<file path="config.mk">
export PLATFORM = sky130hd
export DESIGN_NAME = key_step_controller_flat
export DESIGN_NICKNAME = d
export VERILOG_FILES = /design/src/rtl/key_step_controller_if.sv /design/src/rtl/key_step_controller.sv /design/src/flat_wrapper.sv
export SDC_FILE = /design/constraint.sdc
export NUM_CORES = 1
export LEC_CHECK = 0
export ABC_CLOCK_PERIOD_IN_PS = 2400
export CORE_MARGIN = 10
export CORE_UTILIZATION = 54
export CTS_CLUSTER_SIZE = 30
export DETAILED_ROUTE_END_ITERATION = 8
export GPL_TIMING_DRIVEN = 0
export PLACE_DENSITY = 0.76
export SETUP_SLACK_MARGIN = 0.5
export SLEW_MARGIN = 20
export SYNTH_ARGS = -nofsm -noshare
export SYNTH_HDL_FRONTEND = slang
export SYNTH_SLANG_ARGS = --single-unit
export TNS_END_PERCENT = 1
</file>
<file path="constraint.sdc">
create_clock -name clk -period 2.4 [get_ports clk]
set_clock_uncertainty 0.1 [all_clocks]
set_input_delay 0.24 -clock clk [delete_from_list [all_inputs] [get_ports clk]]
set_output_delay 0.24 -clock clk [all_outputs]
set_load 0.02 [all_outputs]
</file>
<file path="src/rtl/key_step_controller_if.sv">
// ---------------------------------------------------------------------------
// key_step_controller_if
//
// Groups the operator-facing inputs and processor-facing outputs of the
// single-step / auto-run clock controller.
//
//   key_n       raw pushbutton, asynchronous, 0 = pressed
//   run_mode    slide switch, asynchronous, 1 = auto-run, 0 = single-step
//   halt        synchronous stop request, 1 blocks the start of new steps
//   step_clk    registered step clock for the processor
//   step_pulse  one-cycle strobe at the start of each step
//   pressed     debounced key level, 1 = held
//   step_count  number of steps issued, wraps modulo 2^16
//
// Modports: slave = the controller, master = whatever drives the controls.
// ---------------------------------------------------------------------------
interface key_step_controller_if;
   logic        key_n;
   logic        run_mode;
   logic        halt;
   logic        step_clk;
   logic        step_pulse;
   logic        pressed;
   logic [15:0] step_count;

   modport slave (
      input  key_n,
      input  run_mode,
      input  halt,
      output step_clk,
      output step_pulse,
      output pressed,
      output step_count
   );

   modport master (
      output key_n,
      output run_mode,
      output halt,
      input  step_clk,
      input  step_pulse,
      input  pressed,
      input  step_count
   );
endinterface

</file>
<file path="src/rtl/key_step_controller.sv">
// ---------------------------------------------------------------------------
// key_step_controller
//
// Turns a bouncy pushbutton into clean processor step clocks. In single-step
// mode each accepted press produces one step (one high phase followed by one
// low phase of step_clk). In auto-run mode a press starts a free-running
// sequence of steps separated by a programmable wait; the sequence stops as
// soon as the run switch returns to single-step.
//
// Ports:
//   clk    50 MHz system clock, rising-edge
//   rst_n  asynchronous active-low reset
//   bus    key_step_controller_if.slave (key_n, run_mode, halt in;
//          step_clk, step_pulse, pressed, step_count out)
//
// Parameters:
//   DEBOUNCE_CYCLES  cycles a key level change must persist to be accepted
//   PULSE_CYCLES     width of each step_clk high phase and low phase
//   RUN_DIV          cycles spent waiting between auto-run steps
// ---------------------------------------------------------------------------
module key_step_controller #(
   parameter int DEBOUNCE_CYCLES = 500000,
   parameter int PULSE_CYCLES    = 4,
   parameter int RUN_DIV         = 25000000
) (
   input logic                    clk,
   input logic                    rst_n,
   key_step_controller_if.slave   bus
);

   localparam int DB_W = (DEBOUNCE_CYCLES > 1) ? $clog2(DEBOUNCE_CYCLES) : 1;
   localparam int PC_W = (PULSE_CYCLES > 1) ? $clog2(PULSE_CYCLES) : 1;
   localparam int DV_W = (RUN_DIV > 1) ? $clog2(RUN_DIV) : 1;

   typedef enum logic [1:0] {
      IDLE,
      HIGH,
      LOW,
      RUN_WAIT
   } state_t;

   state_t            state;
   state_t            state_nxt;

   logic              key_sync1;
   logic              key_sync2;
   logic              run_sync1;
   logic              run_sync2;

   logic [DB_W-1:0]   db_cnt;
   logic              pressed_q;
   logic              pressed_d;
   logic              press_event;
   logic              key_level;

   logic [PC_W-1:0]   pulse_cnt;
   logic              pulse_last;
   logic [DV_W-1:0]   div_cnt;
   logic              div_last;

   logic              step_clk_q;
   logic              step_pulse_q;
   logic [15:0]       step_count_q;
   logic              step_clk_nxt;
   logic              step_pulse_nxt;
   logic [15:0]       step_count_nxt;

   // Two-flop synchronizers for the asynchronous operator inputs. The key
   // chain idles at 1 (released) and the run chain at 0 (single-step) so
   // that reset never looks like a press or an auto-run request.
   always_ff @(posedge clk or negedge rst_n) begin
      if (!rst_n) begin
         key_sync1 <= 1'b1;
         key_sync2 <= 1'b1;
         run_sync1 <= 1'b0;
         run_sync2 <= 1'b0;
      end else begin
         key_sync1 <= bus.key_n;
         key_sync2 <= key_sync1;
         run_sync1 <= bus.run_mode;
         run_sync2 <= run_sync1;
      end
   end

   // key_level is the synchronized key in "1 = held" sense, directly
   // comparable with the debounced level.
   assign key_level = ~key_sync2;

   // Debouncer: the counter measures how long the synchronized level has
   // disagreed with the accepted level. Any agreement restarts the count,
   // so only an uninterrupted disagreement of DEBOUNCE_CYCLES flips it.
   // pressed_d remembers the previous accepted level for edge detection.
   always_ff @(posedge clk or negedge rst_n) begin
      if (!rst_n) begin
         db_cnt    <= '0;
         pressed_q <= 1'b0;
         pressed_d <= 1'b0;
      end else begin
         pressed_d <= pressed_q;
         if (key_level == pressed_q) begin
            db_cnt <= '0;
         end else if (db_cnt == DB_W'(DEBOUNCE_CYCLES - 1)) begin
            db_cnt    <= '0;
            pressed_q <= ~pressed_q;
         end else begin
            db_cnt <= db_cnt + DB_W'(1);
         end
      end
   end

   // A press is the one cycle where the accepted level has just become 1.
   assign press_event = pressed_q & ~pressed_d;

   assign pulse_last = (pulse_cnt == PC_W'(PULSE_CYCLES - 1));
   assign div_last   = (div_cnt == DV_W'(RUN_DIV - 1));

   // State register plus the registered outputs, so step_clk, step_pulse
   // and pressed all come straight from flops.
   always_ff @(posedge clk or negedge rst_n) begin
      if (!rst_n) begin
         state        <= IDLE;
         step_clk_q   <= 1'b0;
         step_pulse_q <= 1'b0;
         step_count_q <= '0;
      end else begin
         state        <= state_nxt;
         step_clk_q   <= step_clk_nxt;
         step_pulse_q <= step_pulse_nxt;
         step_count_q <= step_count_nxt;
      end
   end

   // Next-state logic. Presses are only acted on in IDLE, so anything that
   // arrives mid-step or during the auto-run wait is simply dropped. Halt
   // only gates entry into HIGH; once a step has begun it always finishes.
   // A run-mode change is looked at in LOW only when the low phase ends.
   always_comb begin
      state_nxt = state;
      case (state)
         IDLE: begin
            if (press_event) begin
               if (run_sync2) begin
                  state_nxt = RUN_WAIT;
               end else if (!bus.halt) begin
                  state_nxt = HIGH;
               end
            end
         end
         HIGH: begin
            if (pulse_last) begin
               state_nxt = LOW;
            end
         end
         LOW: begin
            if (pulse_last) begin
               state_nxt = run_sync2 ? RUN_WAIT : IDLE;
            end
         end
         RUN_WAIT: begin
            if (!run_sync2) begin
               state_nxt = IDLE;
            end else if (!bus.halt && div_last) begin
               state_nxt = HIGH;
            end
         end
         default: state_nxt = IDLE;
      endcase
   end

   // Phase and wait counters. Both restart on every state change, which
   // also gives the "divider cleared" behaviour on entry to RUN_WAIT. The
   // divider freezes while halted so the wait resumes where it stopped.
   always_ff @(posedge clk or negedge rst_n) begin
      if (!rst_n) begin
         pulse_cnt <= '0;
         div_cnt   <= '0;
      end else begin
         if (state_nxt != state) begin
            pulse_cnt <= '0;
         end else if (state == HIGH || state == LOW) begin
            pulse_cnt <= pulse_cnt + PC_W'(1);
         end

         if (state != RUN_WAIT || state_nxt != RUN_WAIT) begin
            div_cnt <= '0;
         end else if (!bus.halt) begin
            div_cnt <= div_cnt + DV_W'(1);
         end
      end
   end

   // Output logic, computed from the upcoming state so the registered
   // outputs line up with the state they describe. The step strobe and
   // the count bump happen together on the edge that enters HIGH.
   always_comb begin
      step_clk_nxt   = 1'b0;
      step_pulse_nxt = 1'b0;
      step_count_nxt = step_count_q;
      if (state_nxt == HIGH) begin
         step_clk_nxt = 1'b1;
         if (state != HIGH) begin
            step_pulse_nxt = 1'b1;
            step_count_nxt = step_count_q + 16'd1;
         end
      end
   end

   assign bus.step_clk   = step_clk_q;
   assign bus.step_pulse = step_pulse_q;
   assign bus.pressed    = pressed_q;
   assign bus.step_count = step_count_q;

endmodule

</file>
<file path="src/flat_wrapper.sv">
// flat-port wrapper written by rule: the top's interface ports become plain ports
module key_step_controller_flat 
#(
   parameter int DEBOUNCE_CYCLES = 500000,
   parameter int PULSE_CYCLES    = 4,
   parameter int RUN_DIV         = 25000000
)
  (clk, rst_n, bus_key_n, bus_run_mode, bus_halt, bus_step_clk, bus_step_pulse, bus_pressed, bus_step_count);
  key_step_controller_if bus_i ();
  input logic clk;
  input logic rst_n;
  input wire logic [$bits(bus_i.key_n)-1:0] bus_key_n;
  input wire logic [$bits(bus_i.run_mode)-1:0] bus_run_mode;
  input wire logic [$bits(bus_i.halt)-1:0] bus_halt;
  output wire logic [$bits(bus_i.step_clk)-1:0] bus_step_clk;
  output wire logic [$bits(bus_i.step_pulse)-1:0] bus_step_pulse;
  output wire logic [$bits(bus_i.pressed)-1:0] bus_pressed;
  output wire logic [$bits(bus_i.step_count)-1:0] bus_step_count;
  assign bus_i.key_n = bus_key_n;
  assign bus_i.run_mode = bus_run_mode;
  assign bus_i.halt = bus_halt;
  assign bus_step_clk = bus_i.step_clk;
  assign bus_step_pulse = bus_i.step_pulse;
  assign bus_pressed = bus_i.pressed;
  assign bus_step_count = bus_i.step_count;
  key_step_controller #(.DEBOUNCE_CYCLES(DEBOUNCE_CYCLES), .PULSE_CYCLES(PULSE_CYCLES), .RUN_DIV(RUN_DIV)) u_core (.clk(clk), .rst_n(rst_n), .bus(bus_i));
endmodule
</file>
**Word level (Yosys, flattened, before mapping)**

Cells that the tools add are included.

- Add/subtract/negate cells: 4
- Equal/unequal tests: 13
- Muxes and demuxes: 18
- Bitwise logic cells: 5
- Reduce and logical (&&, ||, !) cells: 8

Operator list:

| kind | count |
|---|---|
| $mux W25 | 2 |
| $mux W19 | 2 |
| $add A25 B1 Y25 const B | 1 |
| $eq A25 B25 Y1 const B | 1 |
| $mux W2 | 10 |
| $add A19 B1 Y19 const B | 1 |
| $eq A19 B19 Y1 const B | 1 |
| $add A16 B1 Y16 const B | 1 |
| $pmux W2 S4 | 1 |
| $eq A2 B2 Y1 const B | 3 |
| $eq A2 B1 Y1 const B | 2 |
| $ne A2 B1 Y1 const B | 2 |
| $ne A2 B2 Y1 const B | 2 |
| $not A1 Y1 | 4 |
| $reduce_and A2 Y1 | 2 |
| $mux W1 | 3 |
| $add A2 B1 Y2 const B | 1 |
| $logic_not A2 Y1 | 1 |
| $logic_or A1 B1 Y1 | 2 |
| $ne A2 B2 Y1 | 1 |
| $reduce_bool A2 Y1 | 1 |
| $and A1 B1 Y1 | 1 |
| $eq A1 B1 Y1 | 1 |
| $logic_and A1 B1 Y1 | 1 |
| $logic_not A1 Y1 | 1 |

- Flip-flop bits (word level): 72
- Output and inout port bits: 19

**Depth between registers and ports, before layout**

- Depth after elaboration: 8
- Depth in mapped cells: 8

**Least setup slack after synthesis**

No wires, ideal clock.

- Kind: register to register
- From: register u_core.state[0]
- To: register u_core.step_count_q[1], in the netlist u_core.bus.step_count[1]
- Library setup time: 0.128 ns
- Data arrival time: 2.012 ns
- Required time: 2.172 ns
- Setup slack: 0.160 ns
- Cell stages (with the launch flop): 8
- Path buffers: 0
- Path through: dfrtp_1 inv_1 ha_1 or2_2 a221oi_1 nor2_2 nand3_2 mux2_1

- Longest elaborated chain between the ends: 6
- Elaborated cells on any way between the ends: 15

RTL lines:

| element | RTL line | text |
|---|---|---|
| start: declaration | key_step_controller.sv:42 | `state_t state;` |
| start signal: assignment | key_step_controller.sv:126 | `state <= state_nxt;` |
| $mux W2 | key_step_controller.sv:144 | `end else if (!bus.halt) begin` |
| $mux W2 | key_step_controller.sv:142 | `if (run_sync2) begin` |
| $mux W2 | key_step_controller.sv:141 | `if (press_event) begin` |
| $pmux W2 S4 | key_step_controller.sv:139 | `case (state)` |
| $eq A2 B1 Y1 | key_step_controller.sv:199 | `if (state_nxt == HIGH) begin` |
| $reduce_and A2 Y1 (no line) * | - |  |
| end signal: assignment | key_step_controller.sv:129 | `step_count_q <= step_count_nxt;` |
| end: declaration | key_step_controller.sv:63 | `logic [15:0] step_count_q;` |

Every way passes the cells marked *; elsewhere a longest branch is shown, timed or not.
A chain may end at the register's enable or synchronous reset.

**Worst setup path in the final report**

Ends and elaborated chain as after synthesis.

==> run metrics <==
Switching Fraction=0.3720; vias per cell=5.668; Worst Setup End Kind=flip-flop; Fill cells=520; Post-synth EDFFs=0; CTS max path bufs=2; Fin Setup TNS=0 ns; Routed Antenna Nets=0; vias in the first global route=about 3.0k; CP Data Required Time=roughly 2.5 ns; Worst path max stage delay=between 0.4 and 0.5 ns; MaxCap Viol Count=0; Max Fclk=~470 MHz; CTS Buf Count=9; Crit Path Max Fanout=5; Root Buffer=clkbuf_8; Max VDD drop=656.2 uV; Pleak=roughly 1.9 nW; CTS tree=done; Top Ports=24; Tcrit/Tclk final=0.8830; hpwl dp=roughly 5.6 mm; Worst-Margin Slew=0.5061 ns; H-tree depth=3; initial antenna violation count=0; Max-slew headroom=0.6595; Max stage delay cell, worst path=dfrtp_2; Layout area overhead=25.95%; Skew-Pair Late Insertion Delay=about 0.35 ns; final WL=between 9 and 10 mm; GRT Residual Overflow=0; clock network power share=0.227; die height=105.3 um; syn nets=383; Reg power frac=0.332; Placed Cells=between 400 and 500; Vias=3021; Starting Density=0.5477; switching pwr=~1.6 mW; most frequent CP cell=buf_4; DP Area=~4400 um2; Antenna diodes=0; DR WL/cell=approximately 17 um; PwrDens=roughly 860 nW/um2; endpoints failing hold=0; Total GRT Usage=0.1599; RSZ-0062 raised after global routing=yes; Die Wd=between 100 and 150 um; Reg clk slew, reported paths=around 0.08 ns; design area=roughly 5000 um2; mean post-synth cell area=10.62 um2; Layout Cells excl Fill=533; Cells after Synth=370; Post-layout nets=roughly 440; 1st-iter DRT viols=~130; setup violators final=0; proportion of layout cells with a drive suffix above 1=0.2673; Synth Flop Type=dfrtp_1; register area share after synthesis=0.4591; CP Class=flip-flop to flip-flop; Internal=2.668 mW; first-pass GRT wire length=~15 mm; Post-route DRC=0; die area=about 11000 um2; Pins Over Slew Limit=0; mapped cell area=3930 um2; Sinks on Clock Net=a little over 70; commonest non-fill, non-tap cell in the layout=dfrtp_1; flops & latches, synth=a little over 70; combinational share of power=0.441; total of warnings raised by yosys=0; fraction of registers with async set/reset=1.000; Final GP Congestion=a little over 0.8; Rows=31; outcome=finished clean; most frequent cells in the layout=dfrtp_1 (67), xnor2_1 (42), nor2_1 (31); drt first pass iters=4; Min-Delay Path Class=input port to flip-flop; I/O Buffers=23; fin crit period=approximately 2.1 ns; critical path arrival=~2.3 ns; Netlist cell types=50; CP Cell Sequence=buf_4 > buf_4 > nor4bb_4 > a31o_2 > nor2_4 > buf_6 > nand3_4 > mux2_4; Core Box Area=7176 um2; largest net degree at the start of global routing=46; startpoint types=flip-flop
## what timing repair did
action | CTS | global route
endpoints found under the setup margin | 56 | 58
gates resized for setup | 32 | 9
hold buffers | 1 | 0
endpoints found under the hold margin | 27 | 0
gates cloned | 1 | 0
setup buffers | 17 | 5
pin swaps | 6 | 6
## layer usage
layer  up-vias  track usage  wire length (um)
li1       1439            -                 -
met1      1503       0.2037              4022
met3        13      0.04385               402
met2        66       0.2564              4574
met4         0      0.05392               119
met5         -            0                 0
## flip-flops by register name, indices dropped and copies added, names as in the netlist
register               flops
u_core.bus.pressed         1
u_core.pressed_d           1
u_core.div_cnt            25
u_core.run_sync1           1
u_core.bus.step_pulse      1
u_core.db_cnt             19
u_core.key_sync1           1
u_core.run_sync2           1
u_core.pulse_cnt           2
u_core.state               2
u_core.bus.step_clk        1
u_core.key_sync2           1
u_core.bus.step_count     16
## final timing paths
kind	startpoint	end	slack [ns]	cells after the start
max	u_core.state[0]	u_core.bus.step_count[1]	0.28	8
min	bus_key_n	u_core.key_sync1	0.19	1
max reg2reg	u_core.state[0]	u_core.bus.step_count[1]	0.28	8
min reg2reg	u_core.key_sync1	u_core.key_sync2	0.26	0
max in group asynchronous	rst_n	u_core.key_sync1	1.33	3
min in group asynchronous	rst_n	u_core.div_cnt[10]	0.26	2
## power by group through the flow
| stage | logic, mW | clock network, mW | registers (mW) |
|---|---|---|---|
| CTS | 1.67 | 0.988 | 1.41 |
| detailed placement | 1.33 | 0 | 1.43 |
| global route | 1.99 | 1.04 | 1.43 |
| global placement | 1.29 | 0 | 1.42 |
| floorplan | 0.935 | 0 | 1.46 |
| finish | 1.87 | 0.965 | 1.41 |
## synthesized netlist by cell type (all sizes together) (2+ instances only)
| cell | number | share of area |
|---|---|---|
| nand2 | 18 | 0.017 |
| nand4 | 22 | 0.039 |
| o211ai | 3 | 0.0092 |
| and3 | 7 | 0.011 |
| nand3 | 29 | 0.039 |
| and4b | 2 | 0.0051 |
| buf | 9 | 0.018 |
| or2 | 5 | 0.0080 |
| ha | 8 | 0.025 |
| clkbuf | 3 | 0.0029 |
| dfstp | 2 | 0.013 |
| inv | 8 | 0.0076 |
| xnor2 | 42 | 0.094 |
| nor4b | 3 | 0.0067 |
| xor2 | 16 | 0.036 |
| nor4bb | 2 | 0.0051 |
| nor2 | 33 | 0.032 |
| nor3b | 27 | 0.077 |
| a31o | 2 | 0.0045 |
| dfrtp | 70 | 0.45 |
| nor2b | 3 | 0.0048 |
| and4 | 6 | 0.014 |
| nor3 | 16 | 0.020 |
| and2 | 3 | 0.0048 |
| nor4 | 10 | 0.016 |
| a21oi | 6 | 0.0096 |
| mux2i | 2 | 0.0051 |
## final cells by class
| type | instances | area (um2) | share of cell area |
|---|---|---|---|
| clock inverter | 6 | 67.56 | 0.01365 |
| tap | 99 | 123.9 | 0.02503 |
| timing repair buffer | 48 | 467.9 | 0.09454 |
| buffer | 12 | 106.4 | 0.02149 |
| sequential | 72 | 1808 | 0.3653 |
| inverter | 8 | 35.03 | 0.007078 |
| clock buffer | 10 | 127.6 | 0.02578 |
| multi-input combinational | 278 | 2213 | 0.4472 |
## worst max-delay path, delay by kind of cell, from the launching register on
family | cells | cell delay (ns)
flip-flops | 1 | 0.47
multiplexers | 1 | 0.29
AO/OA/AOI/OAI | 1 | 0.21
buffers and inverters | 3 | 0.47
AND/OR/NAND/NOR | 3 | 0.46
## cell families after synthesis
family / count (synthesis) / synth area share
AND/OR/NAND/NOR: 189 / 0.3060
flip-flops: 72 / 0.4591
XOR/XNOR: 58 / 0.1293
AO/OA/AOI/OAI: 20 / 0.04426
buffers and inverters: 20 / 0.02802
adder cells (fa/ha/maj): 8 / 0.02547
multiplexers: 3 / 0.007959
## through the flow
| stage | utilization | power [mW] | hold WS (ns) | worst slack (ns) |
|---|---|---|---|---|
| floorplan | - | 2.395 | -0.1556 | 0.4784 |
| global placement | 0.6056 | 2.718 | 0.2469 | -1.720 |
| detailed placement | 0.6091 | 2.754 | 0.09725 | -0.01913 |
| CTS | 0.6774 | 4.068 | 0.1757 | 0.3979 |
| global route | 0.6898 | 4.455 | 0.1969 | 0.2050 |
| finish | 0.6898 | 4.249 | 0.1947 | 0.2808 |
(Power assumes the default switching activity.)
